### config.mk
export PLATFORM = sky130hd
export DESIGN_NAME = rr_burst_arbiter
export DESIGN_NICKNAME = d
export VERILOG_FILES = /design/src/rtl/rr_burst_arbiter_pkg.sv /design/src/rtl/rr_burst_arbiter_pick.sv /design/src/rtl/rr_burst_arbiter.sv
export SDC_FILE = /design/constraint.sdc
export NUM_CORES = 1
export LEC_CHECK = 0
export ABC_AREA = 1
export BUFFER_PORTS_ARGS = -buffer_cell sky130_fd_sc_hd__buf_2
export CORE_ASPECT_RATIO = 0.8
export CORE_MARGIN = 5
export CORE_UTILIZATION = 28
export CTS_BUF_LIST = sky130_fd_sc_hd__clkbuf_16
export DETAILED_ROUTE_END_ITERATION = 10
export PLACE_DENSITY_LB_ADDON = 0.2
export RECOVER_POWER = 100
export SYNTH_ARGS = -nofsm -noshare
export SYNTH_HDL_FRONTEND = slang
export SYNTH_SLANG_ARGS = --single-unit
export TNS_END_PERCENT = 10
### constraint.sdc
create_clock -name clk -period 2.8 [get_ports clk]
set_input_delay 0.56 -clock clk [delete_from_list [all_inputs] [get_ports clk]]
set_output_delay 0.56 -clock clk [all_outputs]
set_load 0.05 [all_outputs]
### src/rtl/rr_burst_arbiter_pkg.sv
// rr_burst_arbiter_pkg: shared index-width helper and arbiter state encoding
package rr_burst_arbiter_pkg;

   typedef enum logic {IDLE = 1'b0, LOCK = 1'b1} state_t;

   function automatic int clog2(input int v);
      int r;
      r = 0;
      while ((1 << r) < v) r++;
      return r;
   endfunction

endpackage

### src/rtl/rr_burst_arbiter_pick.sv
// rr_pick: combinational circular priority picker, first set req at or after prio
module rr_pick import rr_burst_arbiter_pkg::*; #(
   parameter int N = 4,
   localparam int IDW = clog2(N)
) (
   input  logic [N-1:0]   req,
   input  logic [IDW-1:0] prio,
   output logic           any,
   output logic [IDW-1:0] idx
);

   logic [IDW-1:0] c;

   // scan farthest offset first so the offset nearest prio is written last and wins
   always_comb begin
      any = |req;
      idx = '0;
      c = '0;
      for (int k = N - 1; k >= 0; k--) begin
         c = IDW'((int'(prio) + k) % N);
         if (req[c]) idx = c;
      end
   end

endmodule

### src/rtl/rr_burst_arbiter.sv
// rr_burst_arbiter: round-robin burst-locked arbiter feeding one registered valid/ready slice
module rr_burst_arbiter import rr_burst_arbiter_pkg::*; #(
   parameter int N = 4,
   parameter int DW = 32,
   localparam int IDW = clog2(N)
) (
   input  logic            clk,
   input  logic            rst,
   input  logic [N-1:0]    up_valid,
   input  logic [N*DW-1:0] up_data,
   input  logic [N-1:0]    up_last,
   output logic [N-1:0]    up_ready,
   output logic            down_valid,
   output logic [DW-1:0]   down_data,
   output logic            down_last,
   output logic [IDW-1:0]  down_id,
   input  logic            down_ready
);

   state_t         state, state_n;
   logic [IDW-1:0] prio, prio_n, gnt, gnt_n, w, sel;
   logic           any, slot_free, accept, last;

   rr_pick #(.N(N)) u_pick (
      .req  (up_valid),
      .prio (prio),
      .any  (any),
      .idx  (w)
   );

   // ready depends only on register state and the pick, never on this cycle's accept
   always_comb begin
      slot_free = !down_valid || down_ready;
      sel = (state == LOCK) ? gnt : w;
      up_ready = (rst && slot_free && (state == LOCK || any)) ? N'(1) << sel : '0;
      accept = |(up_valid & up_ready);
      last = up_last[sel];
      state_n = state;
      prio_n = prio;
      gnt_n = gnt;
      if (accept && last) begin
         state_n = IDLE;
         prio_n = (sel == IDW'(N - 1)) ? '0 : sel + 1'b1;
      end else if (accept) begin
         state_n = LOCK;
         gnt_n = sel;
      end
   end

   always_ff @(posedge clk or negedge rst) begin
      if (!rst) begin
         state <= IDLE;
         prio <= '0;
         gnt <= '0;
      end else begin
         state <= state_n;
         prio <= prio_n;
         gnt <= gnt_n;
      end
   end

   always_ff @(posedge clk or negedge rst) begin
      if (!rst) begin
         down_valid <= 1'b0;
         down_data <= '0;
         down_last <= 1'b0;
         down_id <= '0;
      end else if (slot_free) begin
         down_valid <= accept;
         if (accept) begin
            down_data <= up_data[sel*DW +: DW];
            down_last <= last;
            down_id <= sel;
         end
      end
   end

endmodule

==> key figures, run 1 <==
Setup path
  – CP max-delay cell: dfrtp_2
  – WP data required: 2.24 ns
  – CP cell instances: buf_2, nand2_1, nand2_1, or2_1, nand3_1, nand2_1, nand2_2, nand2_4, inv_6, ha_1, inv_1, nor2_4, buf_8
  – R2R setup slack: 0.21 ns
  – Kind of critical path: reg2out
  – Crit. End Element: output pin
  – Reg-to-reg critical path startpoint: prio[0]
  – Critical path fanouts, max: 6
  – Slowest stage delay, CP: between 0.4 and 0.5 ns
  – Worst R2R Path Depth: 17
  – CP arrival: 2.12 ns
  – End of the worst register-to-register path: down_id[1]
  – Crit path top cell by count: nand2_1
  – Worst Setup SP: prio[0]
  – Setup crit start kind: flip-flop
  – Worst setup path end: up_ready[2]

Finish
  – Register area: 0.00103 sq mm
  – Multi-input logic area: 0.00170 sq mm
  – Synthesis-to-finish area growth: 38.7%
  – N_diodes: 0
  – Layout filler cell count: 1135
  – Net count, final: 782
  – Share of layout cells above drive strength 1: between 20% and 30%

GRT
  – Vias in the first global route: 3528
  – All-Layer GR Usage: 15.7%
  – Initial antenna violation count: 0
  – Largest net degree at the start of global routing: 73
  – First-pass GRT wire length: 16.7 mm
  – GRT overflow: 0

Clock tree
  – Clock-pin transition on the worst setup and hold timing paths: 0.06 ns
  – Clk root buf: clkbuf_16
  – CTS buffer count: 5
  – Clock Path Buffers: 2
  – # clock sinks: 41
  – Worst skew pair latency: 0.27 ns
  – # H-tree levels: 2
  – CTS tree: yes

Logic synthesis
  – Mapped Area: 0.00296 sq mm
  – EDFF count, synth: 0
  – Mean area per synthesized cell: 6.25 sq um
  – Synth Register Bits: 41
  – Register area share after synthesis: approximately a third
  – Top FF cell, synth: dfrtp_1
  – Most frequent cells after synthesis: nand2_1 (235), nand3_1 (116), dfrtp_1 (41), inv_1 (16), buf_2 (13)
  – Post-Syn Nets: 614
  – Mapped Cells: 474
  – Async set-or-reset flop fraction in the synthesized netlist: between 90% and 100%
  – Ys Warns: 0
  – Area leader, netlist: dfrtp_1
  – Yosys top cell area share: 34.6%
  – Synth top area cells: dfrtp_1 (35%), nand2_1 (30%), nand3_1 (20%), buf_2 (2.2%), inv_1 (2.0%)
  – Most common cell in the netlist: nand2_1
  – Netlist cell types: 28

Pwr
  – Psw: about 3800 uW
  – Worst vdd ir: 0.000737 V
  – PwrDens: 1530 mW/mm^2
  – Int Pwr: 2510 uW
  – Switching share of total power: 60.0%
  – Seq pwr share: 17.3%
  – Clock network power share: around 8.4%
  – Combinational fraction of design power: roughly three quarters
  – P_leak: 0.00227 uW

STA
  – Max-slew violations: 0
  – Endpoints failing setup: 0
  – Tcrit/Tclk final: between 90% and 100%
  – Setup WS post-layout: between 0.1 and 0.15 ns
  – Setup_tns: 0 ns
  – Least-Margin Pin Slew: 1.04 ns
  – Min cycle time layout: 2.68 ns
  – Fmax: 0.373 GHz
  – Max_slew headroom: 30.6%
  – Worst-case clock skew: about 0.0029 ns
  – Final hold vios: 0

Detailed routing
  – DRT Pass-1 Iters: 5
  – Vias per cell: 4.59
  – Routed WL per cell: 13.3 um
  – DRC: 0
  – Antenna-violating nets left: 0
  – Routed vias: 3590
  – Initial DRC Count: 165
  – Final WL: 10.4 mm

Floorplanning
  – Cell row count: 33
  – Die W: 125 um
  – IO Count: 179
  – Die Y: roughly 100 um
  – DIE AREA: 0.0128 sq mm
  – Starting Density: 28.8%
  – Core area: slightly above 0.01 sq mm

Hold path
  – Hold Path Class: in2reg

Place
  – Pre-CTS setup slack: 0.0254 ns
  – Port-buffer cells: 178
  – GPL Wtd Cong: 0.900
  – Dpl hpwl: about 7.8 mm

Status
  – Outcome: finished clean

Job
  – Max-cap viol count: 0
-- worst min-delay path by stage --
stage | from | end | cells after the start
6_report | down_ready | down_valid | 2
5_1_grt | down_ready | down_valid | 2
4_1_cts | rst | down_valid | 2
3_5_place_dp | down_data[30] | down_data[30] | 2
3_3_place_gp | down_data[1] | down_data[1] | 2
2_1_floorplan | rst | down_data[0] | 0
-- metrics by stage --
stage | total power (uW) | hold WS [ns] | utilization [%] | instances | instance area [sq um]
global route | 6920 | 0.461 | 40.0 | 782 | 4110
finish | 6270 | 0.460 | 40.0 | 782 | 4110
CTS | 6340 | 0.406 | 39.9 | 780 | 4110
detailed placement | 5780 | 0.461 | 38.6 | 773 | 3970
global placement | 5740 | 0.457 | 38.6 | 773 | 3970
floorplan | 4720 | 0.264 | - | 474 | 2980
-- power by group through the flow --
stage | Combinational, uW | Clock, uW | Sequential, uW
floorplan | 2820 | 0 | 1900
global placement | 4640 | 0 | 1100
detailed placement | 4680 | 0 | 1100
CTS | 4700 | 543 | 1100
global route | 5230 | 572 | 1120
finish | 4670 | 524 | 1080
-- worst max-delay path: cells and delay by family (launching register included) --
family	cells	cell delay (ns)
buf+inv	4	0.47
fa+ha+maj	1	0.15
simple gates	8	0.82
flops	1	0.41
-- state kept, by name (all words and copies together), names as in the netlist --
signal,count
prio,2
down_id,2
down_last,1
gnt,2
state,1
down_data,32
down_valid,1
-- cell families (layout without fill, tap and decap cells) --
kind of cell	count (synthesis)	after routing	share of synthesized area [%]
and+or+nand+nor	368	368	53.3
buffers and inverters	53	221	9.12
DFF	41	41	34.6
AOI/OAI and AO/OA	10	10	1.98
adders and majority gates	1	1	0.422
xor gates and xnor gates	1	1	0.549
-- layout by cell type (no fill, tap or decap), drive strengths merged --
cell / netlist / final
nor2: 5 / 5
buf: 24 / 152
or2: 2 / 2
xnor2: 1 / 1
a31oi: 1 / 1
nand4: 2 / 2
o221ai: 1 / 1
o21ai: 7 / 7
nand2: 240 / 240
nor3: 1 / 1
clkbuf: 6 / 44
clkinv: 1 / 2
ha: 1 / 1
inv: 22 / 23
nand3: 118 / 118
dfrtp: 41 / 41
a21oi: 1 / 1
-- per-layer routing --
| metal | wire length, um | up-vias | track usage (%) |
|---|---|---|---|
| li1 | - | 1847 | - |
| met1 | 4740 | 1546 | 20.9 |
| met2 | 4500 | 187 | 25.6 |
| met3 | 997 | 10 | 4.55 |
| met4 | 130 | 0 | 3.92 |
| met5 | 0 | - | 0 |
-- cell type report --
class	instances	share of cell area, %
well taps	140	4.26
flip-flops and latches	41	25.0
repair buffers	191	23.8
multi-input cells	380	41.4
clock buffers	5	3.04
clock inverters	2	0.183
inverters	23	2.28
-- repair_timing --
item                       4_1_cts  5_1_grt
pin swaps                        0        0
hold buffers                     0        0
setup endpoints to repair        2       35
buffers inserted                 0        2
resized for setup                2       15
cloned                           0        0
(Power assumes the default switching activity.)
==> inputs of run 2 (changes only) <==
--- a/config.mk
+++ b/config.mk
@@ -13,7 +13,6 @@
 export CTS_BUF_LIST = sky130_fd_sc_hd__clkbuf_16
 export DETAILED_ROUTE_END_ITERATION = 10
 export PLACE_DENSITY_LB_ADDON = 0.2
-export RECOVER_POWER = 100
 export SYNTH_ARGS = -nofsm -noshare
 export SYNTH_HDL_FRONTEND = slang
 export SYNTH_SLANG_ARGS = --single-unit
==> run 2 against run 1 <==
  * Register-to-register slack improved by 0.03 ns
  * Sequential cell count unchanged
  * Clock-buffer cell count did not move
  * Sequential power barely moved
  * Hold slack worse by 0.079 ns
  * Maximum frequency fell by 0.21%
  * Via count is 0.67% higher
  * Cell area up 1.6%
  * Cell count stayed put
  * First-iteration DRC count is 0.61% higher
  * Critical path type unchanged
  * Largest cell class unchanged
==> key figures, run 2 (same netlist as run 1, synthesis figures left out) <==
Clock tree
  – CTS buffer count: 5
  – # H-tree levels: 2
  – Clock Path Buffers: 2
  – Clk root buf: clkbuf_16
  – Clock-pin transition on the worst setup and hold timing paths: 0.06 ns
  – Worst skew pair latency: 0.27 ns
  – # clock sinks: 41
  – CTS tree: yes

Detailed routing
  – Routed WL per cell: 13.2 um
  – Initial DRC Count: around 170
  – Routed vias: approximately 3600
  – Final WL: 10.3 mm
  – DRT Pass-1 Iters: 5
  – Antenna-violating nets left: 0
  – Vias per cell: 4.62
  – DRC: 0

Pwr
  – Int Pwr: 2610 uW
  – Psw: 3760 uW
  – Clock network power share: 8.2%
  – Worst vdd ir: 0.000736 V
  – Combinational fraction of design power: 74.9%
  – P_leak: 0.00240 uW
  – Switching share of total power: ~59%
  – PwrDens: 1530 mW/mm^2
  – Total power: approximately 6400 uW
  – Seq pwr share: 16.9%

Floorplanning
  – Cell row count: 33
  – Die W: around 130 um
  – Starting Density: 28.8%
  – DIE AREA: 0.0128 sq mm
  – Die Y: 102 um
  – IO Count: 179
  – Core area: just over 0.01 sq mm

Setup path
  – Kind of critical path: reg2out
  – Critical path fanouts, max: 6
  – Slowest stage delay, CP: just over 0.4 ns
  – CP arrival: 2.13 ns
  – CP cell instances: buf_12, inv_4, nand2_1, nand2_1, nand2_2, nand3_2, nand3_1, nand2_1, clkinv_1, nand2_2, nand2_4, inv_6, ha_1, inv_1, nor2_4, buf_8
  – WP data required: approximately 2.2 ns
  – CP bufs+invs: 6
  – CP delay by family, top: simple AND/OR/NAND/NOR gates
  – Crit. End Element: output pin
  – Setup crit start kind: flip-flop
  – CP max-delay cell: dfrtp_2
  – Crit path top cell by count: nand2_1

GRT
  – GRT overflow: 0
  – Largest net degree at the start of global routing: 73
  – Met3 Usage GRT: 4.55%
  – Initial antenna violation count: 0
  – First-pass GRT wire length: 16.7 mm
  – GR Util met2: 25.6%
  – Vias in the first global route: 3528
  – All-Layer GR Usage: 15.7%
  – Met1 Use GR: between 20% and 30%
  – Global route hottest layer: met2

Finish
  – Synthesis-to-finish area growth: 40.8%
  – Share of layout cells above drive strength 1: 34.7%
  – Net count, final: 782
  – Commonest non-fill, non-tap cell in the layout: nand2_1
  – Final Instance Area: 0.00417 sq mm
  – Max reg flops: 32
  – N_diodes: 0
  – Largest register by flop count: down_data
  – Post-Route Utilization: 40.6%
  – Most frequent cells in the layout: nand2_1 (233), buf_2 (176), nand3_1 (114)

STA
  – Fmax: around 0.37 GHz
  – Worst-case clock skew: about 0.0028 ns
  – Max-slew violations: 0
  – Endpoints failing setup: 0
  – Least-Margin Pin Slew: between 0.5 and 0.6 ns
  – Max_slew headroom: 64.3%
  – Min cycle time layout: 2.69 ns
  – Tcrit/Tclk final: 96.1%
  – Final hold vios: 0
  – Setup WS post-layout: 0.110 ns

Place
  – Port-buffer cells: 178
  – DP Area: 0.00397 sq mm
  – GPL Wtd Cong: 0.900
  – Dpl hpwl: 7.85 mm
  – Pre-CTS setup slack: 0.0254 ns

Job
  – Max-cap viol count: 0

Hold path
  – Hold Path Class: in2async

Status
  – Outcome: finished clean
-- run 2: changes by cell type in the layout (fill, tap and decap cells not counted) --
cell,change
buf_12,+1
clkbuf_1,-37
buf_2,+36
buf_4,+1
clkbuf_2,-1
-- run 2: stage by stage --
stage          hold slack, ns  cells  TNS [ns]
2_1_floorplan           0.264    474   -0.0386
3_5_place_dp            0.461    773         0
3_3_place_gp            0.457    773         0
5_1_grt                 0.435    782  -0.00101
6_report                0.381    782         0
4_1_cts                 0.406    780         0
-- run 2: final cells by class --
cell class              count  area [sq um]
well taps                 140           175
inverters                  23          93.8
flip-flops and latches     41          1030
repair buffers            191          1040
fillers                  1117          6110
multi-input cells         380          1700
clock inverters             2          7.51
clock buffers               5           125
-- run 2: timing repair --
action	CTS	global route
hold buffers	0	0
setup endpoints to repair	2	35
pin swaps	0	0
resized for setup	2	15
setup buffers	0	2
gates cloned	0	0
-- run 2: metal layers --
metal	routed length, um	vias to the layer above
li1	-	1850
met1	4690	1557
met2	4530	199
met3	1020	8
met4	93	0
met5	0	-
-- run 2: final timing paths --
check / depth (start not counted) / start / endpoint / slack (ns)
min: 2 / rst / down_valid / 0.38
min reg2reg: 2 / down_data[23] / down_data[23] / 0.47
max reg2reg: 21 / prio[0] / down_data[30] / 0.24
min in group clk: 2 / down_ready / down_valid / 0.46
max: 16 / prio[0] / up_ready[2] / 0.11
max in group asynchronous: 2 / rst / prio[1] / 2.02
-- run 2: power by group through the flow --
stage	Sequential, uW	Combinational [uW]	Clock (uW)
3_5_place_dp	1100	4680	0
6_report	1080	4770	523
5_1_grt	1110	5340	572
3_3_place_gp	1100	4640	0
2_1_floorplan	1900	2820	0
4_1_cts	1100	4700	543
-- run 2: worst register-to-register path, delay by kind of cell, from the launching register on --
family	cells	cell delay [ns]
and+or+nand+nor	14	1.48
buffers and inverters	6	0.48
DFF	1	0.41
adders and majority gates	1	0.15
==> inputs of run 3 (changes only) <==
==> constraint.sdc (replaced) <==
create_clock -name clk -period 2.8 [get_ports clk]
set_input_delay 0.14 -clock clk [delete_from_list [all_inputs] [get_ports clk]]
set_output_delay 0.14 -clock clk [all_outputs]
set_load 0.05 [all_outputs]
==> run 3 against run 2 <==
  * The run now ends with hold timing left
  * Largest power group unchanged
  * Non-clock buffer count fell by 5
  * Cell count fell by 0.64%
  * Sequential cell count did not move
  * Clock skew rose by 0.0016 ns
==> key figures, run 3 (same netlist as run 1, synthesis figures left out) <==
Floorplanning
  – Starting Density: 28.8%
  – DIE AREA: approximately 0.013 sq mm
  – Die W: 125 um
  – Cell row count: 33
  – Core area: 0.0103 sq mm
  – IO Count: 179
  – Die Y: between 100 and 150 um

Clock tree
  – Cts hold-fix bufs: 0
  – Clk root buf: clkbuf_16
  – Clock Path Buffers: 2
  – # clock sinks: 41
  – CTS buffer count: 5
  – Clock-pin transition on the worst setup and hold timing paths: approximately 0.06 ns
  – # H-tree levels: 2
  – CTS tree: yes
  – Worst skew pair latency: around 0.28 ns

Detailed routing
  – Routed vias: 3499
  – Routed WL per cell: 13.0 um
  – DRT Pass-1 Iters: 4
  – Final WL: 10.1 mm
  – Antenna-violating nets left: 0
  – DRC: 0
  – Initial DRC Count: 123
  – Vias per cell: 4.50

Setup path
  – Crit. End Element: output pin
  – CP arrival: 2.40 ns
  – Critical path fanouts, max: 68
  – Setup crit start kind: flip-flop
  – WP data required: between 2 and 3 ns
  – Kind of critical path: reg2out

Place
  – GPL Wtd Cong: 0.889
  – Dpl hpwl: 7.54 mm
  – DP Cell Count: 770
  – DP Area: 0.00392 sq mm
  – Port-buffer cells: 178

Finish
  – Post-Route Utilization: between 30% and 40%
  – Commonest non-fill, non-tap cell in the layout: nand2_1
  – Largest register by flop count: down_data
  – Max reg flops: 32
  – Share of layout cells above drive strength 1: 33.0%
  – Layout filler cell count: 1071
  – Final Instance Area: 0.00406 sq mm
  – Synthesis-to-finish area growth: 37.1%
  – Most frequent cells in the layout: nand2_1 (235), buf_2 (178), nand3_1 (116)
  – Fin cells: 777
  – Net count, final: 777
  – N_diodes: 0

GRT
  – Initial antenna violation count: 0
  – All-Layer GR Usage: 15.4%
  – Vias in the first global route: roughly 3400
  – GRT overflow: 0
  – First-pass GRT wire length: approximately 16 mm
  – Largest net degree at the start of global routing: 69

Pwr
  – Seq pwr share: roughly 18%
  – PwrDens: about 1500 mW/mm^2
  – Int Pwr: 2460 uW
  – Combinational fraction of design power: 73.6%
  – Switching share of total power: 59.9%
  – Psw: 3680 uW
  – Clock network power share: 8.6%
  – P_leak: 0.00236 uW
  – Worst vdd ir: 0.000716 V

STA
  – Tcrit/Tclk final: 90.9%
  – Endpoints failing setup: 0
  – Worst-case clock skew: 0.00444 ns
  – Max_slew headroom: roughly three fifths
  – Max-slew violations: 0
  – Least-Margin Pin Slew: roughly 0.57 ns
  – Fmax: just under 0.4 GHz
  – Final hold vios: 23
  – RSZ-0062 raised after global routing: no
  – Min cycle time layout: 2.54 ns
  – Setup_tns: 0 ns
  – Hold WS: -0.0178 ns

Hold path
  – Hold Path Class: in2async

Status
  – Failing checks: hold timing
  – Outcome: finished, violations left

Job
  – Max-cap viol count: 0
run 3: cell types whose count changed in the layout (fill, tap and decap cells not counted), sizes merged:
| cell | delta |
|---|---|
| clkbuf | -1 |
| buf | -4 |
run 3: worst max-delay path, cell delays in order, from the launching register on:
cell and delay (ns):
dfrtp_2 0.49, inv_4 0.10, nand2_1 0.05, nand2_1 0.09
nand2_1 0.09, nand3_1 0.11, nand3_1 0.08, nand2_1 0.07
clkinv_1 0.07, nand2_2 0.13, nand2_4 0.07, inv_2 0.07
buf_6 0.40, nor3_1 0.08, buf_2 0.24
run 3: power by group through the flow:
stage / sequential [uW] / clock, uW / combinational (uW)
5_1_grt: 1130 / 573 / 5080
3_3_place_gp: 1090 / 0 / 4520
2_1_floorplan: 1900 / 0 / 2820
3_5_place_dp: 1090 / 0 / 4560
6_report: 1090 / 530 / 4520
4_1_cts: 1090 / 555 / 4570
run 3: routing by layer:
layer,GRT usage (%),vias up,share of wire [%]
li1,-,1845,-
met1,20.5,1489,45
met2,25.5,163,44
met3,4.44,2,10
met4,2.92,0,0.31
met5,0,-,0
run 3: metrics by stage:
step / worst slack, ns / total power, uW
after floorplan: 0.0350 / 4720
after global placement: 0.204 / 5610
after detailed placement: 0.114 / 5640
after CTS: 0.00761 / 6210
after global routing: 0.0531 / 6780
final: 0.256 / 6140
run 3: worst paths after layout:
| kind | start | end | slack [ns] | cells after the start |
|---|---|---|---|---|
| max | prio[0] | up_ready[3] | 0.26 | 14 |
| min | rst | down_data[6] | -0.02 | 2 |
| max reg2reg | prio[1] | down_data[1] | 0.33 | 17 |
| min reg2reg | down_data[24] | down_data[24] | 0.47 | 2 |
| min in group clk | down_ready | down_valid | 0.05 | 2 |
| max in group asynchronous | rst | prio[0] | 2.42 | 2 |
run 3: what timing repair did:
| action | 4_1_cts | 5_1_grt |
|---|---|---|
| resized for setup | 0 | 3 |
| setup endpoints to repair | 0 | 42 |
| setup buffers | 0 | 0 |
run 3: area by class of cell:
type / count / area (sq um) / area share (%)
multi-input cells: 380 / 1680 / 41.5
repair buffers: 186 / 955 / 23.5
flip-flops and latches: 41 / 1030 / 25.3
well taps: 140 / 175 / 4.31
clock inverters: 2 / 7.51 / 0.185
inverters: 23 / 88.8 / 2.19
clock buffers: 5 / 125 / 3.08
